`src/rtl/mmio_io_hub.sv`:
```
// Memory-mapped I/O hub: input ports, output registers, button event flags with an IRQ,
// and a single-pixel framebuffer write port with optional address auto-increment.
module mmio_io_hub #(
  parameter logic [31:0] BASE_AD  = 32'h11000000,
  parameter logic [31:0] STRIDE   = 32'h20,
  parameter int          NUM_IN   = 2,
  parameter int          IN_W     = 16,
  parameter int          NUM_OUT  = 2,
  parameter int          OUT_W    = 16,
  parameter int          NUM_BTN  = 4,
  parameter int          FB_AW    = 13,
  parameter int          FB_DEPTH = 4800
) (
  input  logic                     CLK,
  input  logic                     RST_N,
  input  logic [31:0]              IOBUS_ADDR,
  input  logic [31:0]              IOBUS_OUT,
  input  logic                     IOBUS_WR,
  output logic [31:0]              IOBUS_IN,
  input  logic [NUM_IN*IN_W-1:0]   IN_DATA,
  output logic [NUM_OUT*OUT_W-1:0] OUT_DATA,
  input  logic [NUM_BTN-1:0]       BTN,
  output logic                     IRQ,
  output logic [FB_AW-1:0]         FB_WA,
  output logic [7:0]               FB_WD,
  output logic                     FB_WE,
  input  logic [7:0]               FB_RD
);

  localparam int EVT_SLOT  = NUM_IN + NUM_OUT;
  localparam int FBA_SLOT  = EVT_SLOT + 1;
  localparam int FBD_SLOT  = EVT_SLOT + 2;
  localparam int CTRL_SLOT = EVT_SLOT + 3;
  localparam int NUM_SLOTS = EVT_SLOT + 4;

  logic                     hit;
  int                       slot;
  logic                     wr_evt, wr_fba, wr_fbd, wr_ctrl, fba_ok;
  logic [NUM_OUT*OUT_W-1:0] out_q;
  logic [NUM_BTN-1:0]       btn_q, evt_q;
  logic [NUM_BTN:0]         ctrl_q;
  logic [FB_AW-1:0]         fb_wa;
  logic [7:0]               fb_wd;
  logic                     fb_we, inc_pend;
  logic [31:0]              rd;

  // Exact-match decode: only addresses landing precisely on a slot boundary select it.
  always_comb begin
    // NOTE: every variable gets a default first so no path leaves it unassigned (no latch).
    hit  = 1'b0;
    slot = 0;
    for (int k = 0; k < NUM_SLOTS; k++) begin
      if (IOBUS_ADDR == BASE_AD + 32'(k) * STRIDE) begin
        hit  = 1'b1;
        slot = k;
      end
    end
  end

  assign wr_evt  = IOBUS_WR && hit && (slot == EVT_SLOT);
  assign wr_fba  = IOBUS_WR && hit && (slot == FBA_SLOT);
  assign wr_fbd  = IOBUS_WR && hit && (slot == FBD_SLOT);
  assign wr_ctrl = IOBUS_WR && hit && (slot == CTRL_SLOT);
  assign fba_ok  = IOBUS_OUT < 32'(FB_DEPTH);

  always_ff @(posedge CLK) begin
    // NOTE: state uses non-blocking assignments; reset is sampled on the clock edge only.
    if (!RST_N) begin
      out_q <= '0;
    end else begin
      for (int j = 0; j < NUM_OUT; j++) begin
        if (IOBUS_WR && hit && (slot == NUM_IN + j))
          out_q[j*OUT_W +: OUT_W] <= IOBUS_OUT[OUT_W-1:0];
      end
    end
  end

  // History loads live BTN in reset so buttons held through reset raise no event.
  always_ff @(posedge CLK) begin
    if (!RST_N) begin
      btn_q  <= BTN;
      evt_q  <= '0;
      ctrl_q <= '0;
    end else begin
      btn_q <= BTN;
      evt_q <= (evt_q & ~(wr_evt ? IOBUS_OUT[NUM_BTN-1:0] : '0)) | (BTN & ~btn_q);
      if (wr_ctrl) ctrl_q <= IOBUS_OUT[NUM_BTN:0];
    end
  end

  assign IRQ = |(evt_q & ctrl_q[NUM_BTN:1]);

  // Increment lands one cycle after the write pulse so the pulse sees a stable address.
  always_ff @(posedge CLK) begin
    if (!RST_N) begin
      fb_wa    <= '0;
      fb_wd    <= '0;
      fb_we    <= 1'b0;
      inc_pend <= 1'b0;
    end else begin
      fb_we    <= wr_fbd;
      inc_pend <= wr_fbd && ctrl_q[0];
      if (wr_fbd) fb_wd <= IOBUS_OUT[7:0];
      if (wr_fba && fba_ok)
        fb_wa <= IOBUS_OUT[FB_AW-1:0];
      else if (inc_pend)
        fb_wa <= (fb_wa == FB_AW'(FB_DEPTH - 1)) ? '0 : fb_wa + 1'b1;
    end
  end

  assign OUT_DATA = out_q;
  assign FB_WA    = fb_wa;
  assign FB_WD    = fb_wd;
  assign FB_WE    = fb_we;

  always_comb begin
    rd = '0;
    if (hit) begin
      for (int i = 0; i < NUM_IN; i++)
        if (slot == i) rd = 32'(IN_DATA[i*IN_W +: IN_W]);
      for (int j = 0; j < NUM_OUT; j++)
        if (slot == NUM_IN + j) rd = 32'(out_q[j*OUT_W +: OUT_W]);
      if (slot == EVT_SLOT)  rd = 32'(evt_q);
      if (slot == FBA_SLOT)  rd = 32'(fb_wa);
      if (slot == FBD_SLOT)  rd = {24'b0, FB_RD};
      if (slot == CTRL_SLOT) rd = 32'(ctrl_q);
    end
  end

  assign IOBUS_IN = rd;

endmodule

```
`config.mk`:
```
export PLATFORM = sky130hd
export DESIGN_NAME = mmio_io_hub
export DESIGN_NICKNAME = d
export VERILOG_FILES = /design/src/rtl/mmio_io_hub.sv
export SDC_FILE = /design/constraint.sdc
export NUM_CORES = 1
export LEC_CHECK = 0
export ABC_AREA = 1
export BUFFER_PORTS_ARGS = -buffer_cell sky130_fd_sc_hd__buf_2
export CAP_MARGIN = 20
export CORE_AREA = 3 3 105 107
export CTS_CLUSTER_SIZE = 30
export DETAILED_ROUTE_END_ITERATION = 12
export DIE_AREA = 0 0 108 110
export PLACE_DENSITY = 0.76
export SYNTH_ARGS = -nofsm -noshare
export SYNTH_HDL_FRONTEND = slang
export SYNTH_SLANG_ARGS = --single-unit
```
`constraint.sdc`:
```
create_clock -name CLK -period 2 [get_ports CLK]
set_input_delay 0.3 -clock CLK [delete_from_list [all_inputs] [get_ports CLK]]
set_output_delay 0.3 -clock CLK [all_outputs]
set_load 0.03 [all_outputs]
```
==> reports/results.ini, run 1 <==
[outcome]
status=finished, violations left
violations=setup timing

[final_layout]
fillCellCount=849
area_growth_pct=64.5
antenna_cells=0
layout-drive-gt1-share=0.475
multi_input_area_um2=3010
seq_area_um2=1360
final_util=0.696
fin_cells=1106
nNetsFinal=1077

[sta]
fin_ws_ns=-0.385
fmax_mhz=419
clock_skew_ns=0.00517
slew_viol_final=0
max_slew_margin=0.514
fin_crit_sh=1.19
hold_ws_ns=0.0628
rsz0062_at_grt=yes
finalHoldViolCount=0
setup_viol=48
worst_slew_pin_slew_ns=0.729
fin_crit_ns=2.38

[logic_synthesis]
synth_top_family_by_area=simple AND/OR/NAND/NOR gates
synthXorXnorAreaFrac=0.00607
synth_edf_count=0
yosysMostFrequentCell=nand2_1
synth_adder_area_share=0.00289
syn-cell-area_um2=4330
ys_seq_area_frac=0.314
synth_top_area_cell=dfxtp_1
synthSimpleGateAreaFrac=0.340
async_reset_ff_frac=0
yosysTopAreaCellShare=0.314
yosys_warnings=0
synthTopCellsByCount=nand2_1 (157), inv_1 (96), a21oi_1 (72)
ys_types=39
synthMuxAreaShare=0
synth_cells=692
postSynthAreaPerCell_um2=6.26
synth.area.top_cells=dfxtp_1 (31%), nand2_1 (14%), a21oi_1 (8.3%)
ys_dominant_reg_cell=dfxtp_1
ys_ff_latch=68
synth_compound_area_frac=0.196

[routing]
num_vias=5739
vias_per_cell=5.19
routed_wl_mm=16.9
drc_errors=0
dr.first_iter.drc_count=358
dr.pass1.iters=7
wl_per_cell_um=15.3
drtAntennaViolNets=0

[setup_path]
crit_arrival_ns=2.08
cp.required_ns=1.70
endpoint=IOBUS_IN[4]
startpoint_type=input pin
critPathMaxFanout=6
rr_worst_depth=14
crit_path_end_kind=primary output
worstReg2RegEnd=FB_WA[12]
startpoint=IOBUS_ADDR[0]
setup.worst_path.class=input pin to primary output
r2r_slack_ns=0.04
r2r_start=FB_WA[0]

[die]
rows=37
core_area_um2=10200
io_pins=198
initial_core_util=0.423
die_w_um=108
dieArea_um2=11900
die_h_um=110

[cts]
holdBufCountCts=0
clk_latency_ns=0.35
path_clk_slew_ns=0.08
cts_buffers=9
tritoncts=done
max-clock-path-buffers=2
cts.htree.levels=3
cts_root_buf=clkbuf_8
cts_sinks=68

[place]
pre_cts_ws_ns=-0.452
port_buffers=181
gp_congestion=0.902
placed_cells=1061
hpwl_mm=11.9

[power]
ir_worst_vdd_mv=0.384
p_leak_nw=3.44
power.density_nw_per_um2=406

[global_routing]
grt_pass1_wl_mm=24.1
grt_max_degree=35
overflow=0
antenna_found_initial=0
grt_pass1_vias=5116
track_usage=0.255

[flow_run]
max_cap_viol_count=0

[hold_path]
hp-class=input pin to flop

[per-layer routing]
metal | vias to the layer above | global-route usage | share of wire
met5 | - | 0 | 0
met1 | 2640 | 0.329 | 0.39
li1 | 2799 | - | -
met2 | 253 | 0.434 | 0.50
met3 | 47 | 0.0454 | 0.080
met4 | 0 | 0.0830 | 0.023
[metrics by stage]
| stage | TNS, ns | total power, mW | instance area, µm² |
|---|---|---|---|
| final | -13.97 | 2.89 | 7130 |
| after global routing | -18.80 | 3.00 | 7130 |
| after CTS | -6.78 | 2.85 | 6500 |
| after detailed placement | -15.26 | 1.74 | 6030 |
| after global placement | -15.07 | 1.74 | 6030 |
| after floorplan | -1.47 | 1.57 | 4580 |
[sequential cells by signal, indices dropped and copies added, names as in the netlist]
name	cells
OUT_DATA	32
FB_WA	13
FB_WD	8
ctrl_q	5
btn_q	4
evt_q	4
FB_WE	1
inc_pend	1
[critical path: stages]
cell and delay [ns]:
buf_2 0.11, nor2_2 0.13, nand2_2 0.13, buf_12 0.16, nor2_4 0.12, nand4_1 0.14
nand3_1 0.14, nor2_2 0.05, and3_4 0.17, nand2_1 0.06, nand3b_1 0.13, nand2_2 0.13
nand3_2 0.07, nand2_2 0.07, inv_2 0.04, buf_6 0.12
[cell usage in the layout, fill, tap and decap left out, drive strengths merged]
cell	Yosys	final
clkinvlp	0	1
clkinv	1	4
a21oi	72	72
nand2	161	161
o21ai	77	77
nor3	8	8
a31o	1	1
and2	1	1
o2111ai	6	6
bufinv	0	1
nor2	62	62
nand3b	7	7
xor2	3	3
inv	97	97
o21a	1	1
conb	1	16
o31ai	1	1
nor4	7	7
or2	4	4
a31oi	1	1
and3	3	3
nand3	39	39
a21boi	1	1
clkbuf	12	14
ha	1	1
buf	29	285
nand4	28	28
dfxtp	68	68
[cell families (layout without fill, tap and decap cells)]
group	after synthesis	after routing
other cells	1	16
buf+inv	139	402
fa+ha+maj	1	1
xor+xnor	3	3
simple gates	320	320
flops	68	68
compound gates	160	160
[worst min path at each step]
| stage | start | end | slack, ns | cells past startpoint |
|---|---|---|---|---|
| 5_1_grt | BTN[3] | btn_q[3] | 0.05 | 1 |
| 3_5_place_dp | BTN[0] | btn_q[0] | 0.42 | 1 |
| 3_3_place_gp | BTN[3] | btn_q[3] | 0.42 | 1 |
| 6_report | BTN[3] | btn_q[3] | 0.06 | 1 |
| 2_1_floorplan | BTN[0] | btn_q[0] | 0.33 | 0 |
| 4_1_cts | BTN[0] | btn_q[0] | 0.05 | 1 |
[repair_timing]
item / 4_1_cts / 5_1_grt
pin swaps: 14 / 64
setup buffers: 12 / 13
setup endpoints to repair: 21 / 61
cloned: 0 / 4
resized for setup: 64 / 144
[cell type report]
type                            count  share of cell area
Clock buffer                       11              0.0184
Multi-Input combinational cell    500               0.422
Timing Repair Buffer              288               0.284
Tap cell                          136              0.0239
Clock inverter                      5             0.00737
Inverter                           98              0.0532
Sequential cell                    68               0.191
[power breakdown]
| part | switching [mW] | internal (mW) | leakage [nW] | total (mW) |
|---|---|---|---|---|
| Sequential | 0.00638 | 1.36 | 0.551 | 1.37 |
| Clock | 0.553 | 0.571 | 0.0931 | 1.12 |
| Combinational | 0.234 | 0.168 | 2.79 | 0.402 |
Note: power is estimated with default switching activity, not from simulation.
==> run 2: changes to the inputs <==
Settings changed: BUFFER_PORTS_ARGS -buffer_cell sky130_fd_sc_hd__buf_2 to unset, CORE_AREA 3 3 105 107 to 3 3 93 95, DIE_AREA 0 0 108 110 to 0 0 96 98, DONT_BUFFER_PORTS set to 1, PLACE_DENSITY 0.76 to 0.72.
==> run 2 against run 1 <==
The flow still finishes with violations (setup timing). Critical path depth down 7. Clock skew increased by 0.0051 ns. Non-clock buffer count fell by 158. Sequential power is essentially flat. Power rose by 0.83%. Worst hold slack gained 0.0017 ns. Setup slack improved by 0.13 ns. Largest cell class unchanged.
==> reports/results.ini, run 2 (synthesis results as in run 1) <==
[outcome]
status=finished, violations left
violations=setup timing

[place]
placed_cells=883
pre_cts_ws_ns=-0.320
port_buffers=0
hpwl_mm=12.0
gp_congestion=0.952
dpl_cell_area_um2=5390

[setup_path]
path_cells=or2_4, nor3_4, nand2_2, nor2_4, nand3_4, inv_1, buf_4, a21oi_1, a21oi_4
r2r_start=FB_WA[0]
crit_arrival_ns=1.95
endpoint=IOBUS_IN[6]
worstReg2RegEnd=FB_WA[12]
startpoint=IOBUS_ADDR[31]
crit_path_end_kind=primary output
path_delay_family=simple AND/OR/NAND/NOR gates
worst_path_max_delay_cell=a21oi_4
startpoint_type=input pin
setup.worst_path.class=input pin to primary output
cp.required_ns=1.70
critPathMaxStageDelay_ns=0.29
worst-path-stages=9
critPathMaxFanout=5
path_buf_inv=2
rr_worst_depth=14
r2r_slack_ns=-0.07

[final_layout]
final_util=0.790
area_growth_pct=42.5
antenna_cells=0
stdcell_area_um2=6170
layout-drive-gt1-share=0.315
largest_reg_flops=32
final_common_cell=nand2_1
layout_common_cells=nand2_1 (134), buf_4 (108), inv_1 (88), dfxtp_1 (65), a21oi_1 (64)
nNetsFinal=919
fin_cells=914

[global_routing]
grt_pass1_wl_mm=24.0
grt_max_degree=52
overflow=0
track_usage=0.322
antenna_found_initial=0
grt_pass1_vias=4931

[cts]
cts_sinks=68
path_clk_slew_ns=0.08
tritoncts=done
cts.htree.levels=3
max-clock-path-buffers=2
cts_buffers=9
cts_root_buf=clkbuf_8
clk_latency_ns=0.35

[sta]
fmax_mhz=444
fin_crit_ns=2.25
rsz0062_at_grt=yes
fin_ws_ns=-0.250
setup_viol=22
fin_crit_sh=1.12
slew_viol_final=0
clock_skew_ns=0.0102
finalHoldViolCount=0

[power]
power_frac_comb=0.072
switchingPower_mw=0.737
p_clk_frac=0.461
ir_worst_vdd_mv=0.428
switching_share=0.252
power.density_nw_per_um2=473
power_frac_seq=0.468
p_total_mw=2.92
p_leak_nw=2.71
power.internal_mw=2.18

[die]
die_w_um=96
initial_core_util=0.555
core_area_um2=7810
io_pins=198
die_h_um=98
dieArea_um2=9410
rows=32

[routing]
routed_wl_mm=16.2
drc_errors=0
num_vias=5237
drtAntennaViolNets=0
dr.first_iter.drc_count=321
dr.pass1.iters=6
wl_per_cell_um=17.8
vias_per_cell=5.73

[flow_run]
max_cap_viol_count=0

[hold_path]
hp-class=input pin to flop

==> run 2: metal layers <==
metal,global-route usage,vias to the layer above,part of all wire
met5,0,-,0
met4,0.131,0,0.036
met3,0.0794,60,0.10
met2,0.534,334,0.49
met1,0.392,2358,0.37
li1,-,2485,-
==> run 2: per-stage QoR <==
stage	setup TNS (ns)	hold slack, ns
finish	-3.74	0.0645
global route	-5.59	0.0597
CTS	-3.67	0.0471
detailed placement	-9.43	0.328
global placement	-9.64	0.328
floorplan	-1.47	0.328
==> run 2: power by group through the flow <==
stage	clock, mW	combinational, mW	sequential (mW)
CTS	1.34	0.194	1.37
global route	1.41	0.230	1.37
global placement	0	0.180	1.40
finish	1.34	0.209	1.37
detailed placement	0	0.183	1.40
floorplan	0	0.177	1.40
==> run 2: final cells by class <==
type	count	area, µm²
multi-input cells	500	2920
fillers	603	1640
flip-flops and latches	68	1370
repair buffers	130	1130
inverters	98	388
clock buffers	10	138
well taps	102	128
clock inverters	6	95.1
==> run 2: worst register-to-register path: stages, from the launching register on <==
cell and delay (ns):
dfxtp_4 0.39, ha_4 0.16, nand2_4 0.05, nor2_4 0.12, and2_4 0.15, nand4_1 0.15
nor2_2 0.19, nand2_2 0.09, nor2_4 0.14, nand2_2 0.07, xor2_1 0.13, nand3b_1 0.15
nand3_1 0.10, nand2_1 0.08, inv_1 0.06
==> run 2: timing repair <==
action / in CTS / in global routing
pin swaps: 20 / 34
buffers inserted: 5 / 6
cloned: 1 / 0
hold endpoints to repair: 4 / 0
setup endpoints to repair: 17 / 28
hold buffers: 4 / 0
gates resized for setup: 41 / 67
==> run 2: how the worst min path moves through the flow <==
stage | start | to | slack, ns | cells after the start
floorplan | BTN[0] | btn_q[0] | 0.33 | 0
global placement | BTN[2] | btn_q[2] | 0.33 | 0
detailed placement | BTN[3] | btn_q[3] | 0.33 | 0
CTS | RST_N | FB_WA[11] | 0.05 | 2
global route | RST_N | OUT_DATA[22] | 0.06 | 2
finish | RST_N | FB_WA[2] | 0.06 | 2
==> run 3: changes to the inputs <==
Settings changed: CELL_PAD_IN_SITES_DETAIL_PLACEMENT set to 1, CELL_PAD_IN_SITES_GLOBAL_PLACEMENT set to 2, CORE_AREA 3 3 93 95 to 3 3 129 131, DIE_AREA 0 0 96 98 to 0 0 132 134, PLACE_DENSITY 0.72 to unset, PLACE_DENSITY_LB_ADDON set to 0.1.
==> run 3 against run 2 <==
The run still ends with setup timing left. Count of clock-buffer cells in the layout fell by 1. Critical path depth unchanged. Routed wire length grew 17%. Fmax shrank 4.6%. Clock power is 22% higher. Core utilization fell by 38 points. Highest routed layer unchanged.
==> reports/results.ini, run 3 (synthesis results as in run 1) <==
[place]
pre_cts_ws_ns=-0.435
hpwl_mm=15.1
gp_congestion=0.806
port_buffers=0
placed_cells=998

[sta]
max_slew_margin=0.660
setup_viol=29
fin_ws_ns=-0.357
rsz0062_at_grt=yes
fin_crit_sh=1.18
hold_ws_ns=0.0795
slew_viol_final=0
worst_slew_pin_slew_ns=0.510
fmax_mhz=424
fin_crit_ns=2.36
clock_skew_ns=0.00784
finalHoldViolCount=0

[setup_path]
r2r_slack_ns=0.05
crit_path_end_kind=primary output
setup.worst_path.class=input pin to primary output
critPathMaxStageDelay_ns=0.29
cp.required_ns=1.70
crit_arrival_ns=2.06
path_cells=or2_4, nor3_4, nand2_2, nor2_4, nand3_4, inv_1, buf_4, a21oi_1, a21oi_4
critPathMaxFanout=5
worst_path_max_delay_cell=a21oi_4
startpoint_type=input pin

[cts]
cts_buffers=9
max-clock-path-buffers=2
cts_sinks=68
cts_root_buf=clkbuf_16
tritoncts=done
path_clk_slew_ns=0.06
clk_latency_ns=0.34
cts.htree.levels=3

[final_layout]
largest_reg_flops=32
layout-drive-gt1-share=0.328
final_common_cell=nand2_1
nNetsFinal=924
antenna_cells=0
area_growth_pct=49.7
fin_cells=1033
layout_common_cells=nand2_1 (134), buf_4 (109), inv_1 (88), dfxtp_1 (66), a21oi_1 (63)

[global_routing]
grt_max_degree=52
grt_pass1_wl_mm=28.9
track_usage=0.206
grt_pass1_vias=5273
overflow=0
antenna_found_initial=0

[routing]
num_vias=5056
routed_wl_mm=19.1
dr.first_iter.drc_count=206
vias_per_cell=4.89
drtAntennaViolNets=0
drc_errors=0
wl_per_cell_um=18.5
dr.pass1.iters=4

[power]
power.density_nw_per_um2=498
power_frac_comb=0.068
ir_worst_vdd_mv=0.384
power.internal_mw=2.42
switching_share=0.252
power_frac_seq=0.424
switchingPower_mw=0.812
p_clk_frac=0.508
p_leak_nw=2.78

[die]
initial_core_util=0.276
die_h_um=134
core_area_um2=15700
dieArea_um2=17700
rows=46
die_w_um=132
io_pins=198

[outcome]
status=finished, violations left
violations=setup timing

[flow_run]
max_cap_viol_count=0

[hold_path]
hp-class=input pin to flop

run 3: worst paths after layout:
kind	cells after the start	from	endpoint
max reg2reg	14	FB_WA[0]	FB_WA[12]
min	2	RST_N	FB_WA[12]
min reg2reg	2	OUT_DATA[4]	OUT_DATA[4]
max	9	IOBUS_ADDR[31]	IOBUS_IN[7]
run 3: metrics by stage:
stage / TNS (ns) / instance area (µm²) / total power [mW] / utilization
final: -5.97 / 6480 / 3.23 / 0.413
after floorplan: -1.47 / 4580 / 1.57 / -
after CTS: -5.11 / 6110 / 3.25 / 0.389
after global placement: -15.54 / 5500 / 1.59 / 0.350
after global routing: -9.08 / 6480 / 3.36 / 0.413
after detailed placement: -16.75 / 5500 / 1.59 / 0.350
run 3: final cells by class:
class                   count  area, µm²
clock buffers               9        225
clock inverters             7       73.8
fillers                  1971       9230
inverters                  98        387
multi-input cells         500       2990
flip-flops and latches     68       1360
well taps                 216        270
repair buffers            135       1180
run 3: critical path, delay by kind of cell:
| kind | cells | cell delay [ns] |
|---|---|---|
| AOI/OAI and AO/OA | 2 | 0.39 |
| and+or+nand+nor | 5 | 0.97 |
| buffers and inverters | 2 | 0.39 |
run 3: repair_timing:
action,CTS,global route
pin swaps,17,42
gates cloned,0,2
setup endpoints to repair,17,44
endpoints found under the hold margin,4,0
setup buffers,6,9
hold buffers,4,0
gates resized for setup,59,70
run 3: metal layers:
layer / track usage / vias up / wire length, µm
met3: 0.0563 / 10 / 1150
li1: - / 2491 / -
met1: 0.261 / 2434 / 8310
met2: 0.355 / 121 / 9480
met5: 0 / - / 0
met4: 0.0385 / 0 / 138
run 3: power by group through the flow:
stage               Sequential [mW]  Combinational (mW)  Clock [mW]
finish                         1.37               0.220        1.64
detailed placement             1.40               0.190           0
global route                   1.37               0.242        1.74
CTS                            1.37               0.203        1.68
floorplan                      1.40               0.177           0
global placement               1.40               0.187           0
